File: config.mk
export PLATFORM = sky130hd
export DESIGN_NAME = alu_arbiter
export DESIGN_NICKNAME = d
export VERILOG_FILES = /design/src/rtl/alu_arbiter.sv
export SDC_FILE = /design/constraint.sdc
export NUM_CORES = 1
export LEC_CHECK = 0
export ABC_AREA = 1
export CORE_ASPECT_RATIO = 1.4
export CORE_MARGIN = 5
export CORE_UTILIZATION = 53
export DETAILED_ROUTE_END_ITERATION = 8
export HOLD_SLACK_MARGIN = 0.05
export PLACE_DENSITY = 0.9
export SETUP_SLACK_MARGIN = 0.02
export SLEW_MARGIN = 20
export SYNTH_ARGS = -nofsm -noshare
export SYNTH_HDL_FRONTEND = slang
export SYNTH_SLANG_ARGS = --single-unit
File: constraint.sdc
create_clock -name clk -period 4.05 [get_ports clk]
set_clock_uncertainty 0.1 [all_clocks]
set_input_delay 0.405 -clock clk [delete_from_list [all_inputs] [get_ports clk]]
set_output_delay 0.405 -clock clk [all_outputs]
set_load 0.005 [all_outputs]
File: src/rtl/alu_arbiter.sv
// Two-requester front end to one shared ALU: round-robin grant, operand capture,
// registered result/zero flag and a one-cycle done pulse back to the granted requester.
module alu_arbiter #(
   parameter int WIDTH = 32
) (
   input  logic             clk,
   input  logic             reset,
   input  logic             req0,
   input  logic [WIDTH-1:0] a0,
   input  logic [WIDTH-1:0] b0,
   input  logic [2:0]       op0,
   input  logic             req1,
   input  logic [WIDTH-1:0] a1,
   input  logic [WIDTH-1:0] b1,
   input  logic [2:0]       op1,
   output logic [WIDTH-1:0] z,
   output logic             ex,
   output logic             done0,
   output logic             done1,
   output logic             busy,
   output logic [15:0]      ops_cnt
);

   typedef enum logic [1:0] {IDLE, EXEC, DONE} state_t;

   state_t           state;
   state_t           state_nxt;
   logic             win;
   logic             win_nxt;
   logic             last_served;
   logic [WIDTH-1:0] la;
   logic [WIDTH-1:0] lb;
   logic [2:0]       lop;
   logic [WIDTH-1:0] alu_z;

   always_ff @(posedge clk) begin
      if (reset) state <= IDLE;
      else       state <= state_nxt;
   end

   always_comb begin
      state_nxt = state;
      case (state)
         IDLE:    if (req0 || req1) state_nxt = EXEC;
         EXEC:    state_nxt = DONE;
         DONE:    state_nxt = IDLE;
         default: state_nxt = IDLE;
      endcase
   end

   always_comb begin
      busy  = (state != IDLE);
      done0 = (state == DONE) && !win;
      done1 = (state == DONE) &&  win;
   end

   // On a tie the requester that was not served last wins; otherwise whoever asks.
   always_comb begin
      if (req0 && req1) win_nxt = ~last_served;
      else              win_nxt = req1;
   end

   always_comb begin
      case (lop)
         3'b000:  alu_z = la & lb;
         3'b001:  alu_z = la | lb;
         3'b010:  alu_z = la + lb;
         3'b110:  alu_z = la - lb;
         default: alu_z = '0;
      endcase
   end

   always_ff @(posedge clk) begin
      if (reset) begin
         win         <= 1'b0;
         last_served <= 1'b1;
         la          <= '0;
         lb          <= '0;
         lop         <= '0;
         z           <= '0;
         ex          <= 1'b0;
         ops_cnt     <= '0;
      end else begin
         case (state)
            IDLE: if (req0 || req1) begin
               win <= win_nxt;
               la  <= win_nxt ? a1  : a0;
               lb  <= win_nxt ? b1  : b0;
               lop <= win_nxt ? op1 : op0;
            end
            EXEC: begin
               z  <= alu_z;
               ex <= (alu_z == '0);
            end
            DONE: begin
               last_served <= win;
               ops_cnt     <= ops_cnt + 16'd1;
            end
            default: ;
         endcase
      end
   end

endmodule
==> results of run 1 <==
## layout make-up
class	instances	area (um^2)	area share, %
multi-input cells	1139	5820	48.4
flip-flops and latches	120	2400	20.0
repair buffers	214	2090	17.3
inverters	233	878	7.30
clock buffers	19	433	3.60
well taps	203	254	2.11
clock inverters	13	155	1.29
## sequential cells by signal, summed over array words and instances, names as in the netlist, 2 cells and up
name	cells
la	32
lb	32
z	32
ops_cnt	16
lop	3
state	2
## layout by cell type, fill, tap and decap left out, drive strengths merged
cell	count
clkinv	8
clkinvlp	3
nor3	24
xor2	21
or2	2
nand3b	6
a21oi	45
clkbuf	19
buf	25
a31oi	84
nor4	2
nor3b	2
nand2	492
inv	232
bufinv	3
ha	35
nor2	168
clkdlybuf4s50	189
and2	8
nand3	85
nand4	18
o21ai	112
o31ai	4
o211ai	12
maj3	10
fa	1
dfxtp	120
xnor2	8
## synth_stat cells (4+ instances only)
| cell type | instances | area share, % |
|---|---|---|
| xor2_1 | 21 | 2.0 |
| inv_2 | 4 | 0.16 |
| xnor2_1 | 8 | 0.77 |
| nand3b_1 | 6 | 0.49 |
| clkbuf_1 | 49 | 2.0 |
| and2_1 | 7 | 0.48 |
| buf_2 | 6 | 0.33 |
| o211ai_1 | 12 | 0.99 |
| dfxtp_1 | 120 | 26 |
| nand4_1 | 18 | 1.2 |
| nor2_1 | 163 | 6.7 |
| a21oi_1 | 44 | 2.4 |
| inv_1 | 227 | 9.4 |
| ha_1 | 35 | 4.8 |
| nand2_2 | 5 | 0.34 |
| nand2_1 | 487 | 20 |
| a31oi_1 | 84 | 5.8 |
| nand3_1 | 82 | 4.5 |
| nor3_1 | 21 | 1.2 |
| maj3_1 | 10 | 1.1 |
| o21ai_0 | 110 | 6.0 |
## stage by stage
step / instance area (um^2) / setup TNS (ns) / worst slack (ns) / utilization, % / cells
finish: 12000 / -0.0901 / -0.0901 / 71.6 / 1941
global route: 12000 / -0.668 / -0.308 / 71.6 / 1941
CTS: 11700 / 0 / 0.0240 / 69.9 / 1932
detailed placement: 11100 / -0.0969 / -0.0969 / 66.2 / 1897
global placement: 11100 / 0 / 0.0260 / 66.2 / 1897
floorplan: 9110 / 0 / 0.700 / - / 1551
## worst max path at each step
stage | end | slack [ns] | from | depth (start not counted)
final | ex | -0.09 | lb[0] | 28
after detailed placement | ex | -0.1 | lb[0] | 28
after global placement | ex | 0.03 | lb[0] | 28
after global routing | ex | -0.31 | lb[0] | 30
after CTS | ex | 0.02 | lb[0] | 29
after floorplan | ex | 0.70 | lb[0] | 30
## layer usage
layer	GRT usage [%]	vias to the layer above
met1	35.2	4804
met3	4.53	99
met4	16.6	0
met2	51.9	466
li1	-	5325
met5	0	-
## logic make-up (layout without fill, tap and decap cells)
group	after synthesis	count (layout)	share of synthesized area (%)
xor+xnor	29	29	2.79
fa+ha+maj	46	46	6.13
flops	120	120	26.4
simple gates	807	807	36.6
buf+inv	292	479	12.2
compound gates	257	257	15.9
## worst reg2reg max path: cells and delay by family, from the launching register on
kind | cells | cell delay [ns]
XOR/XNOR | 1 | 0.12
AND/OR/NAND/NOR | 20 | 2.25
buffers and inverters | 3 | 0.21
adder cells (fa/ha/maj) | 2 | 0.57
AO/OA/AOI/OAI | 2 | 0.47
flip-flops | 1 | 0.34
## what timing repair did
item	in CTS	in global routing
pin swaps	3	37
gates resized for setup	5	67
endpoints found under the setup margin	1	9
buffers inserted	3	9
## power groups by stage
stage	sequential (mW)	combinational [mW]	clock [mW]
2_1_floorplan	1.40	1.14	0
3_3_place_gp	1.45	1.64	0
3_5_place_dp	1.46	1.67	0
4_1_cts	1.43	1.69	1.52
5_1_grt	1.45	2.01	1.58
6_report	1.44	1.82	1.51
==> qor.txt, run 1 <==
====================================================================================
Skew-Pair Late Insertion Delay                                               0.42 ns
Post-synth EDFFs                                                                   0
Total count of hold-check failures in the final report                             0
Detailed Route WL                                                          30,400 um
Lkg Pwr                                                                      5.83 nW
Slew of the pin with the lowest slew margin                                 0.981 ns
Post-detail-place hpwl                                                     23,700 um
Count of standard-cell rows                                                       56
Area added between synthesis and finish                                        32.1%
# IOs                                                                            190
Clock sink count                                                                 120
Number of global-route vias before repair                                      9,977
Via-per-instance ratio                                                          5.51
Total buffers and inverters traversed by the critical path                         3
Number of max-cap violations                                                       0
Clock share of power                                                           31.7%
Die Height                                                                    165 um
Effective utilization at floorplan                                             54.2%
Overall Global Routing Usage                                                   29.9%
Count of H-tree levels built during CTS                                            4
Unrepaired setup endpoints after global routing                                  yes
Floorplan Core Area                                                      16,800 um^2
Nets                                                                           1,899
Status                                                                  finished with violations
Slowest Stage Delay on Critical Path                                         0.42 ns
End of the worst hold path                                               last_served
Min Hold Slack                                                              0.381 ns
Initial detailed-routing violation count                                         791
Die width                                                                     121 um
Clock slew at reported path FFs                                              0.06 ns
Worst hold path class                                                     reg -> reg
Fraction of final layout cells with drive strength greater than 1              7.83%
Top_reg_cell synth                                                           dfxtp_1
Overall overflow remaining after global route                                      0
CP Data Required Time                                                        4.30 ns
Post-Synthesis Cells                                                           1,551
Remaining DRCs                                                                     0
Via Count                                                                     10,700
CTS root buffer                                                            clkbuf_16
Post-Synthesis Mean Instance Area                                          5.87 um^2
Worst slew margin                                                              34.6%
Global-route wire length before repair                                     47,800 um
Failing checks                                                          negative setup slack
Routed length on met1                                                      12,100 um
Final critical-path share of the clock period                                   102%
Number of warnings reported in the yosys synthesis log                             0
Number of flip-flops and latches in the synthesized netlist                      120
Post-detailed-route count of antenna-violating nets                                0
Power per Cell Area                                                      396 nW/um^2
Quantity of I/O buffers inserted on ports                                        189
R2R depth                                                                         28
Layout filler cell count                                                       1,443
Share of flip-flops with an asynchronous set or reset after synthesis             0%
Critical path's top delay family                                        simple AND/OR/NAND/NOR gates
TritonCTS buffer count                                                            17
First-pass detailed-route iteration total                                          8
Sw frac                                                                        37.7%
Top layer reached by signal wires                                               met4
Peak supply drop                                                            0.244 mV
Net switching power of the design                                            1.80 mW
Net count of the mapped netlist                                                1,725
Sort of element at the end of the critical path                            flip-flop
Die Footprint                                                            19,900 um^2
Proportion of power drawn by flip-flops and latches                            30.2%
Final count of negative-setup-slack endpoints                                      1
Antenna violations before repair                                                   0
Slowest stage cell, crit path                                                   ha_2
Count of distinct cell types in the synthesized netlist                           39
Clock tree from TritonCTS                                                      built
Total length of routed met2 wires                                          14,500 um
Arrival time worst endpoint                                                  4.39 ns
R2R Path Start                                                                 lb[0]
Combinational share of power                                                   38.1%
Overall power consumption                                                    4.77 mW
Sequential area share after synthesis                                          26.4%
Min setup slack post-route                                                -0.0901 ns
Final routed wire length divided by cell count                               15.7 um
Worst Setup Start Kind                                                     flip-flop
Post-synthesis instance area                                               9110 um^2
Max Buffers Root-to-Sink                                                           2
Global placer's final weighted congestion                                      0.975
Worst setup slack for register-to-register paths                            -0.09 ns
Tmin final                                                                   4.14 ns
Hold buffer count at cts                                                           0
Timing-limited maximum frequency                                             242 MHz
Type of the worst setup path                                              reg -> reg
Endpoint of the worst-slack reg-to-reg timing path                                ex
Top fanout value on the critical path                                              5
Source of the worst hold timing path                                     last_served
WL met3                                                                      2180 um
Number of pins exceeding their max-slew limit in the final report                  0
Pint                                                                         2.97 mW
Number of instances on the worst hold path                                         2
Count of antenna diodes in the layout                                              0
Cell seen most often among critical-path stages                              nand2_2
Pin count of the biggest net entering global routing                             135
====================================================================================
Power figures use the tool's default switching activity.
==> run 2, diff against run 1 <==
--- a/config.mk
+++ b/config.mk
@@ -6,8 +6,9 @@
 export NUM_CORES = 1
 export LEC_CHECK = 0
 export ABC_AREA = 1
+export CAP_MARGIN = 20
 export CORE_ASPECT_RATIO = 1.4
-export CORE_MARGIN = 5
+export CORE_MARGIN = 10
 export CORE_UTILIZATION = 53
 export DETAILED_ROUTE_END_ITERATION = 8
 export HOLD_SLACK_MARGIN = 0.05
==> qor.txt, run 2 (same netlist as run 1, synthesis figures left out) <==
================================================================================
Status                                                              finished with violations
Failing checks                                                      negative setup slack
Arrival time worst endpoint                                              4.39 ns   about the same
Pint                                                                     2.87 mW   -3.4%
Net switching power of the design                                        1.81 mW   +0.83%
Slew of the pin with the lowest slew margin                             0.937 ns   -0.0441 ns
Die width                                                                 131 um   +8.3%
Final critical-path share of the clock period                               102%   +0.11 points
Total count of hold-check failures in the final report                         0   unchanged
Antenna violations before repair                                               0   unchanged
Pin count of the biggest net entering global routing                          86   -36%
End of the worst hold path                                           last_served
Unrepaired setup endpoints after global routing                              yes
CP Data Required Time                                                    4.30 ns   about the same
# IOs                                                                        190   unchanged
Final count of negative-setup-slack endpoints                                  1   unchanged
Overall overflow remaining after global route                                  0   unchanged
Pre-CTS setup slack                                                    -0.128 ns   -0.0313 ns
Largest registers                                                   la x32, lb x32, z x32
Detailed Route WL                                                      31,600 um   +4.1%
Skew-Pair Late Insertion Delay                                           0.43 ns   about the same
Worst setup path start                                                     lb[1]
Timing-limited maximum frequency                                         241 MHz   -0.11%
Post-Route Utilization                                                     71.1%   -0.44 points
Sequential cell area                                                   2400 um^2   unchanged
Area added between synthesis and finish                                    31.3%
Footprint of the multi-input gates                                     5770 um^2   -0.84%
Worst Setup Start Kind                                                 flip-flop
Most frequent cells in the layout                                   nand2_1 (467), inv_1 (221), clkdlybuf4s50_1 (189), nor2_1 (156), dfxtp_1 (118)
Floorplan Core Area                                                  16,800 um^2   unchanged
Via-per-instance ratio                                                      5.55   +0.77%
R2R Path Start                                                             lb[1]
Top fanout value on the critical path                                          4   -1
Count of standard-cell rows                                                   56   unchanged
Clock slew at reported path FFs                                          0.05 ns   about the same
Slowest Stage Delay on Critical Path                                     0.39 ns   -0.03 ns
Sw frac                                                                    38.7%   +1.0 points
Endpoint of the worst-slack reg-to-reg timing path                            ex
Final routed wire length divided by cell count                           16.3 um   +4.2%
Initial detailed-routing violation count                                   1,142   +44%
Post-detail-place hpwl                                                 24,500 um   +3.5%
CTS root buffer                                                        clkbuf_16
Worst setup slack for register-to-register paths                        -0.09 ns   about the same
Sort of element at the end of the critical path                        flip-flop
Number of pins exceeding their max-slew limit in the final report              0   unchanged
Slowest stage cell, crit path                                               ha_2
Nets                                                                       1,898   -0.053%
R2R depth                                                                     31   +11%
Overall Global Routing Usage                                               26.7%   -3.2 points
Finished Layout Cells                                                      1,938   -0.15%
Clock tree from TritonCTS                                                  built
Min setup slack post-route                                            -0.0947 ns   -0.00461 ns
Number of instances on the worst hold path                                     2   unchanged
First-pass detailed-route iteration total                                      7   -1
Cell seen most often among critical-path stages                          nand2_1
Layout filler cell count                                                   1,431   -0.83%
Lkg Pwr                                                                  5.79 nW   -0.71%
TritonCTS buffer count                                                        17   unchanged
Global placer's final weighted congestion                                   1.03   +5.2%
Clock sink count                                                             120   unchanged
Die Height                                                                175 um   +6.1%
Quantity of I/O buffers inserted on ports                                    189   unchanged
Global-route wire length before repair                                 49,400 um   +3.2%
Count of antenna diodes in the layout                                          0   unchanged
Max Buffers Root-to-Sink                                                       2   unchanged
Most common library cell in the layout ignoring fill and taps            nand2_1
Source of the worst hold timing path                                 last_served
Type of the worst setup path                                          reg -> reg
Worst slew margin                                                          37.5%   +2.9 points
Combinational share of power                                               38.7%   +0.6 points
Clock share of power                                                       30.5%   -1.2 points
Die Footprint                                                        22,900 um^2   +15%
Peak supply drop                                                        0.269 mV   +10%
Via Count                                                                 10,800   +0.62%
Count of H-tree levels built during CTS                                        4   unchanged
Number of max-cap violations                                                   0   unchanged
Tmin final                                                               4.14 ns   +0.00461 ns
Number of global-route vias before repair                                 10,100   +0.87%
Power per Cell Area                                                  392 nW/um^2   -1.2%
Fraction of final layout cells with drive strength greater than 1          7.38%   -0.45 points
Proportion of power drawn by flip-flops and latches                        30.8%   +0.6 points
Worst hold path class                                                 reg -> reg
Post-Place Cells                                                           1,894   -0.16%
Remaining DRCs                                                                 0   unchanged
Effective utilization at floorplan                                         54.2%   unchanged
Post-detailed-route count of antenna-violating nets                            0   unchanged
================================================================================
==> run 2: changes by cell type in the layout (fill, tap and decap cells not counted), sizes merged <==
cell,before,now
clkinvlp,3,7
clkbuf,19,20
clkinv,8,4
bufinv,3,1
inv,232,231
buf,25,24
==> run 2: worst max-delay path, delay by kind of cell (launching register included) <==
family / cells / cell delay (ns)
AO/OA/AOI/OAI: 2 / 0.30
XOR/XNOR: 1 / 0.09
adder cells (fa/ha/maj): 2 / 0.53
buffers and inverters: 5 / 0.46
flip-flops: 1 / 0.32
AND/OR/NAND/NOR: 21 / 2.25
==> run 2: through the flow <==
| step | total power [mW] | area, um^2 | setup TNS, ns | hold slack, ns |
|---|---|---|---|---|
| CTS | 4.58 | 11800 | 0 | 0.370 |
| global route | 4.95 | 12000 | -0.749 | 0.404 |
| detailed placement | 3.13 | 11100 | -0.128 | 0.358 |
| floorplan | 2.55 | 9110 | 0 | 0.329 |
| finish | 4.68 | 12000 | -0.0947 | 0.371 |
| global placement | 3.09 | 11100 | -0.133 | 0.343 |
==> run 2: cell type report <==
cell class                 instances  area share (%)
timing repair buffer             213            17.5
tap                              203            2.12
inverter                         233            7.35
clock inverter                    10           0.837
clock buffer                      20            3.82
multi-input combinational       1139            48.3
sequential                       120            20.1
==> run 2: worst max path at each step <==
stage                     cells past startpoint  to
after floorplan                              30  ex
after global placement                       28  ex
after detailed placement                     28  ex
after CTS                                    28  ex
after global routing                         28  ex
final                                        31  ex
==> run 2: per-layer routing <==
| metal | track usage [%] | part of all wire (%) | routed length, um |
|---|---|---|---|
| met5 | 0 | 0 | 0 |
| met2 | 45.5 | 48 | 15200 |
| met3 | 5.45 | 8.9 | 2810 |
| met4 | 13.1 | 4.2 | 1330 |
| met1 | 30.6 | 39 | 12300 |
==> run 2: timing repair <==
action	CTS	global route
endpoints found under the setup margin	1	13
hold endpoints to repair	0	0
buffers inserted	4	10
hold buffers	0	0
gates resized for setup	13	47
pin swaps	3	15
==> run 2: power groups by stage <==
stage                     registers (mW)  clock network (mW)  logic (mW)
after floorplan                     1.40                   0        1.14
after global placement              1.45                   0        1.64
after detailed placement            1.46                   0        1.67
after CTS                           1.43                1.43        1.72
after global routing                1.45                1.48        2.01
final                               1.44                1.43        1.81
==> run 3, diff against run 2 <==
--- a/config.mk
+++ b/config.mk
@@ -10,7 +10,9 @@
 export CORE_ASPECT_RATIO = 1.4
 export CORE_MARGIN = 10
 export CORE_UTILIZATION = 53
+export CTS_BUF_LIST = sky130_fd_sc_hd__clkbuf_4
 export DETAILED_ROUTE_END_ITERATION = 8
+export GPL_TIMING_DRIVEN = 1
 export HOLD_SLACK_MARGIN = 0.05
 export PLACE_DENSITY = 0.9
 export SETUP_SLACK_MARGIN = 0.02
==> qor.txt, run 3 (same netlist as run 1, synthesis figures left out) <==
================================================================================
Total count of hold-check failures in the final report                         0   unchanged
TritonCTS buffer count                                                        17   unchanged
Number of max-cap violations                                                   0   unchanged
Die width                                                                 131 um   unchanged
Dpl cell area                                                        11,100 um^2   unchanged
Clock tree from TritonCTS                                                  built
Global-route wire length before repair                                 48,200 um   -2.3%
Total buffers and inverters traversed by the critical path                     3   -2
Top fanout value on the critical path                                          5   +1
Cell seen most often among critical-path stages                          nand2_1
Slowest stage cell, crit path                                               ha_1
Arrival time worst endpoint                                              4.38 ns   about the same
Most frequent cells in the layout                                   nand2_1 (479), inv_1 (224), clkdlybuf4s50_1 (189), nor2_1 (154), dfxtp_1 (118)
Skew-Pair Late Insertion Delay                                           0.57 ns   +0.14 ns
Unrepaired setup endpoints after global routing                              yes
Final critical-path share of the clock period                              98.6%   -3.7 points
Slowest Stage Delay on Critical Path                                     0.41 ns   +0.02 ns
Count of H-tree levels built during CTS                                        4   unchanged
Floorplan Core Area                                                  16,800 um^2   unchanged
Sort of element at the end of the critical path                        flip-flop
Antenna violations before repair                                               1   +1
# IOs                                                                        190   unchanged
Overall power consumption                                                3.98 mW   -15%
Design Area, Final                                                   11,500 um^2   -3.5%
Status                                                                 completed
Number of pins exceeding their max-slew limit in the final report              0   unchanged
CP Data Required Time                                                    4.43 ns   +0.13 ns
Post-detail-place hpwl                                                 24,500 um   unchanged
Post-Place Cells                                                           1,894   unchanged
Critical path's top delay family                                    simple AND/OR/NAND/NOR gates
Clock sink count                                                             120   unchanged
Timing-limited maximum frequency                                         250 MHz   +3.8%
Die Footprint                                                        22,900 um^2   unchanged
Tmin final                                                               3.99 ns   -0.152 ns
Worst hold path class                                                  in -> reg
Finished Layout Cells                                                      1,931   -0.36%
Peak supply drop                                                        0.240 mV   -11%
Via-per-instance ratio                                                      5.49   -1.1%
Initial detailed-routing violation count                                   1,000   -12%
Final count of negative-setup-slack endpoints                                  0   -1
Worst Setup Start Kind                                                 flip-flop
Number of global-route vias before repair                                  9,878   -1.8%
Worst slew margin                                                          37.2%   -0.32 points
Power per Cell Area                                                  345 nW/um^2   -12%
Global placer's final weighted congestion                                   1.03   unchanged
Quantity of I/O buffers inserted on ports                                    189   unchanged
Fraction of final layout cells with drive strength greater than 1          5.96%   -1.4 points
Overall overflow remaining after global route                                  0   unchanged
Nets                                                                       1,890   -0.42%
First-pass detailed-route iteration total                                      7   unchanged
Pin count of the biggest net entering global routing                          86   unchanged
Remaining DRCs                                                                 0   unchanged
CTS root buffer                                                         clkbuf_4
Type of the worst setup path                                          reg -> reg
Via Count                                                                 10,600   -1.5%
Area added between synthesis and finish                                    26.7%
Count of standard-cell rows                                                   56   unchanged
Post-detailed-route count of antenna-violating nets                            0   unchanged
Lkg Pwr                                                                  5.59 nW   -3.5%
Most common library cell in the layout ignoring fill and taps            nand2_1
Clock slew at reported path FFs                                          0.12 ns   +0.07 ns
Detailed Route WL                                                      30,600 um   -3.3%
Max Buffers Root-to-Sink                                                       2   unchanged
Final routed wire length divided by cell count                           15.8 um   -3.0%
Overall Global Routing Usage                                               26.1%   -0.62 points
Effective utilization at floorplan                                         54.2%   unchanged
Largest registers                                                   la x32, lb x32, z x32
Slew of the pin with the lowest slew margin                             0.942 ns   +0.00486 ns
Die Height                                                                175 um   unchanged
================================================================================
[run 3: cell types whose count changed in the layout (fill, tap and decap cells not counted), moves of 8 or more]
cell / change
clkbuf_4: +18
clkbuf_16: -17
nand2_1: +12
buf_4: -8
nand2_2: -10
[run 3: timing repair]
item | 4_1_cts | 5_1_grt
setup buffers | 1 | 5
setup endpoints to repair | 1 | 9
pin swaps | 1 | 5
hold buffers | 0 | 0
gates resized for setup | 7 | 33
[run 3: layer usage]
layer  up-vias  wire length (um)  GRT usage, %  part of all wire, %
met5         -                 0             0                    0
met4         0              1240          12.7                  4.0
met3        87              2490          5.54                  8.1
met2       447             14700          44.1                   48
met1      4773             12200          30.1                   40
li1       5296                 -             -                    -
[run 3: report_power, final]
| group | total, mW | switching (mW) | internal (mW) | leakage [nW] |
|---|---|---|---|---|
| clock | 0.778 | 0.479 | 0.299 | 0.109 |
| combinational | 1.76 | 1.08 | 0.685 | 4.49 |
| sequential | 1.44 | 0.143 | 1.29 | 0.991 |
| total | 3.98 | 1.70 | 2.28 | 5.59 |
[run 3: area by class of cell]
class / count / area, um^2
multi-input cells: 1139 / 5730
fillers: 1512 / 5270
flip-flops and latches: 120 / 2400
repair buffers: 205 / 2030
inverters: 233 / 880
well taps: 203 / 254
clock buffers: 18 / 135
clock inverters: 12 / 108
diodes: 1 / 2.50
[run 3: path summary, 6_finish.rpt]
path                             startpoint           to  slack, ns  cells after the start
worst max-delay path                  lb[0]           ex       0.06                     30
worst min-delay path                  a0[4]        la[4]       0.29                      3
worst max register to register        lb[0]           ex       0.06                     30
worst min register to register  last_served  last_served       0.38                      2
[run 3: worst register-to-register path: cells and delay by family (launching register included)]
| family | cells | cell delay [ns] |
|---|---|---|
| AO/OA/AOI/OAI | 2 | 0.28 |
| XOR/XNOR | 1 | 0.09 |
| adder cells (fa/ha/maj) | 2 | 0.54 |
| buffers and inverters | 3 | 0.19 |
| flip-flops | 1 | 0.35 |
| AND/OR/NAND/NOR | 22 | 2.37 |
[run 3: through the flow]
step | hold WS (ns) | setup TNS, ns | setup slack [ns] | util, %
final | 0.290 | 0 | 0.0569 | 68.7
after global routing | 0.291 | -0.287 | -0.210 | 68.7
after CTS | 0.282 | 0 | 0.0233 | 67.8
after detailed placement | 0.358 | -0.128 | -0.128 | 66.2
after global placement | 0.343 | -0.133 | -0.133 | 66.0
after floorplan | 0.329 | 0 | 0.700 | -
==> variant: new RTL, config.mk and constraints of run 3 <==
Register the input `a0` before use, cleared by the reset. The logic sees it one clock later. The other inputs are not delayed to match.
--- a/src/rtl/alu_arbiter.sv
+++ b/src/rtl/alu_arbiter.sv
@@ -23,4 +23,14 @@
 
    typedef enum logic [1:0] {IDLE, EXEC, DONE} state_t;
+
+   logic [WIDTH-1:0] a0_q;
+
+   always_ff @(posedge clk) begin
+      if (reset) begin
+         a0_q <= '0;
+      end else begin
+         a0_q <= a0;
+      end
+   end
 
    state_t           state;
@@ -85,5 +95,5 @@
             IDLE: if (req0 || req1) begin
                win <= win_nxt;
-               la  <= win_nxt ? a1  : a0;
+               la  <= win_nxt ? a1  : a0_q;
                lb  <= win_nxt ? b1  : b0;
                lop <= win_nxt ? op1 : op0;
Check against the original RTL: not equivalent (Yosys sat finds a counterexample within 4 cycles, from zero or initial values and one cycle with reset high).
==> variant against run 3 <==
Hold slack lost 0.10 ns. Worst setup slack lost 0.057 ns. Sequential cell count grew 32. Synthesized area is 7.2% higher. Final cell count up 3.5%. Wire length rose by 12%. Die area grew 6.2%. Power grew 15%. Clock power is 30% higher. Final area up 8.0%.
==> variant: results (changes against run 3) <==
| Metric | Value |
|---|---|
| Largest net degree at the start of global routing | `119 (was 86)` |
| Initial antenna violation count | `1 (unchanged)` |
| Maximum root-to-sink buffer count | `2 (unchanged)` |
| Worst Hold End | `a0_q[9] (was la[4])` |
| Most used DFF post-synth | `dfxtp_1 (unchanged)` |
| Routability Congestion | `1.02 (was 1.03)` |
| FFs w/ async S/R, synth | `0% (unchanged)` |
| YS warnings | `0 (unchanged)` |
| Worst r2r dst | `ex (unchanged)` |
| Sequential element share of the synthesized area | `31.2% (was 26.4%)` |
| R2r startpoint | `lb[0] (unchanged)` |
| Worst EP arrival | `4.49 ns (was 4.38 ns)` |
| Crit path largest cell delay | `0.39 ns (was 0.41 ns)` |
| Outcome | `finished, final reports clean (unchanged)` |
| Post-synth top cells | `nand2_1, inv_1, nor2_1 (unchanged)` |
| VDD IR max | `0.371 mV (was 0.240 mV)` |
| H-tree lvl count | `4 (unchanged)` |
| First-pass iteration count of the detailed router | `6 (was 7)` |
| Slowest CP cell | `dfxtp_4 (was ha_1)` |
| Hold path startpoint | `a0[9] (was a0[4])` |
| Leakage power | `5.88 nW (was 5.59 nW)` |
| Post-synthesis net count | `1737 (was 1725)` |
| Clock root buffer | `clkbuf_4 (unchanged)` |
| Iter 0 DRT Violations | `965 (was 1000)` |
| CTS Buf Count | `17 (unchanged)` |
| First-pass GRT wire length | `54.0 mm (was 48.2 mm)` |
| Gr usage total | `27.6% (was 26.1%)` |
| Port bufs | `189 (unchanged)` |
| Fill count | `1545 (was 1512)` |
| DP Worst Slack | `-0.0437 ns (was -0.128 ns)` |
| Synth top area cells | `dfxtp_1, nand2_1, inv_1 (unchanged)` |
| Vias in the first global route | `10462 (was 9878)` |
| Clock slew seen by the registers of the worst setup and hold paths | `0.18 ns (was 0.12 ns)` |
| Measured slew at the worst slew-check pin | `1.00 ns (was 0.942 ns)` |
| Vias per inst | `5.40 (was 5.49)` |
| Hold crit path type | `in -> reg (unchanged)` |
| Count of cell types in the netlist | `44 (was 39)` |
| Hold path cells | `3 (unchanged)` |
| Reg2reg setup slack | `0.0003 ns (was 0.06 ns)` |
| Crit Path Max Fanout | `5 (unchanged)` |
| DP HPWL | `27.1 mm (was 24.5 mm)` |
| Worst R2R Path Depth | `28 (was 30)` |
| Synth Register Bits | `152 (was 120)` |
| Routed WL | `34.2 mm (was 30.6 mm)` |
| NumNets Final | `1918 (was 1890)` |
| Clock latency on the worst-skew pair | `0.59 ns (was 0.57 ns)` |
| Fraction of layout instances using a drive strength above 1 | `7.91% (was 5.96%)` |
-- variant: cell count changes in the layout (fill, tap and decap cells not counted), moves of 11 or more --
cell | run 3 | this run
a31oi_1 | 84 | 70
buf_4 | 14 | 34
dfxtp_1 | 118 | 151
maj3_1 | 10 | 23
nand2_1 | 479 | 439
nand3_1 | 82 | 69
nor2_1 | 154 | 182
o21ai_0 | 108 | 119
-- variant: cells by family after synthesis --
group / count (synthesis) / synth area share [%]
and+or+nand+nor: 771 / 32.9
buffers and inverters: 287 / 11.1
AOI/OAI and AO/OA: 264 / 15.1
DFF: 152 / 31.2
adders and majority gates: 59 / 7.05
xor gates and xnor gates: 30 / 2.69
-- variant: routing by layer --
metal / wire length [µm] / GRT usage (%) / vias to the layer above / part of all wire, %
met5: 0 / 0 / - / 0
met4: 2160 / 17.4 / 0 / 6.3
met3: 2230 / 5.52 / 111 / 6.5
met2: 17000 / 47.0 / 461 / 50
met1: 12800 / 30.4 / 4871 / 38
li1: - / - / 5354 / -
-- variant: power by group --
part	switching (W)	internal [W]
Combinational	0.00109	0.000692
Sequential	0.000139	0.00163
Clock	0.000707	0.000305
-- variant: area by class of cell --
type                       instances  area share, %
antenna                            1         0.0201
clock buffer                      17           1.02
clock inverter                    15           1.54
inverter                         225           6.81
multi-input combinational       1124           46.5
sequential                       152           24.4
tap                              240           2.41
timing repair buffer             224           17.3
-- variant: timing repair --
item	CTS	global route
buffers inserted	1	4
gates resized for setup	3	51
setup endpoints to repair	1	17
cloned	0	0
pin swaps	1	4
-- variant: worst max path at each step --
stage               startpoint  slack (ns)  depth (start not counted)  endpoint
global route             lb[0]       -0.36                         28        ex
detailed placement       lb[0]       -0.04                         27        ex
floorplan                lb[0]        0.64                         27        ex
global placement         lb[0]        0.14                         27        ex
finish                   lb[0]      0.0003                         28        ex
CTS                      lb[0]       0.006                         28        ex
-- variant: through the flow --
| step | std cells | hold WS (ns) | instance area [µm²] | util [%] | setup TNS, ns |
|---|---|---|---|---|---|
| final | 1998 | 0.186 | 12500 | 69.0 | 0 |
| after detailed placement | 1960 | 0.350 | 11900 | 66.1 | -0.0437 |
| after CTS | 1993 | 0.149 | 12300 | 67.9 | 0 |
| after global placement | 1960 | 0.336 | 11900 | 66.1 | 0 |
| after floorplan | 1563 | 0.329 | 9770 | - | 0 |
| after global routing | 1998 | 0.163 | 12500 | 69.0 | -0.572 |
-- variant: worst max-delay path: cells and delay by family, from the launching register on --
family                     cells  cell delay, ns
and+or+nand+nor               21            2.52
xor gates and xnor gates       1            0.09
buffers and inverters          3            0.26
adders and majority gates      2            0.52
DFF                            1            0.39
AOI/OAI and AO/OA              1            0.14
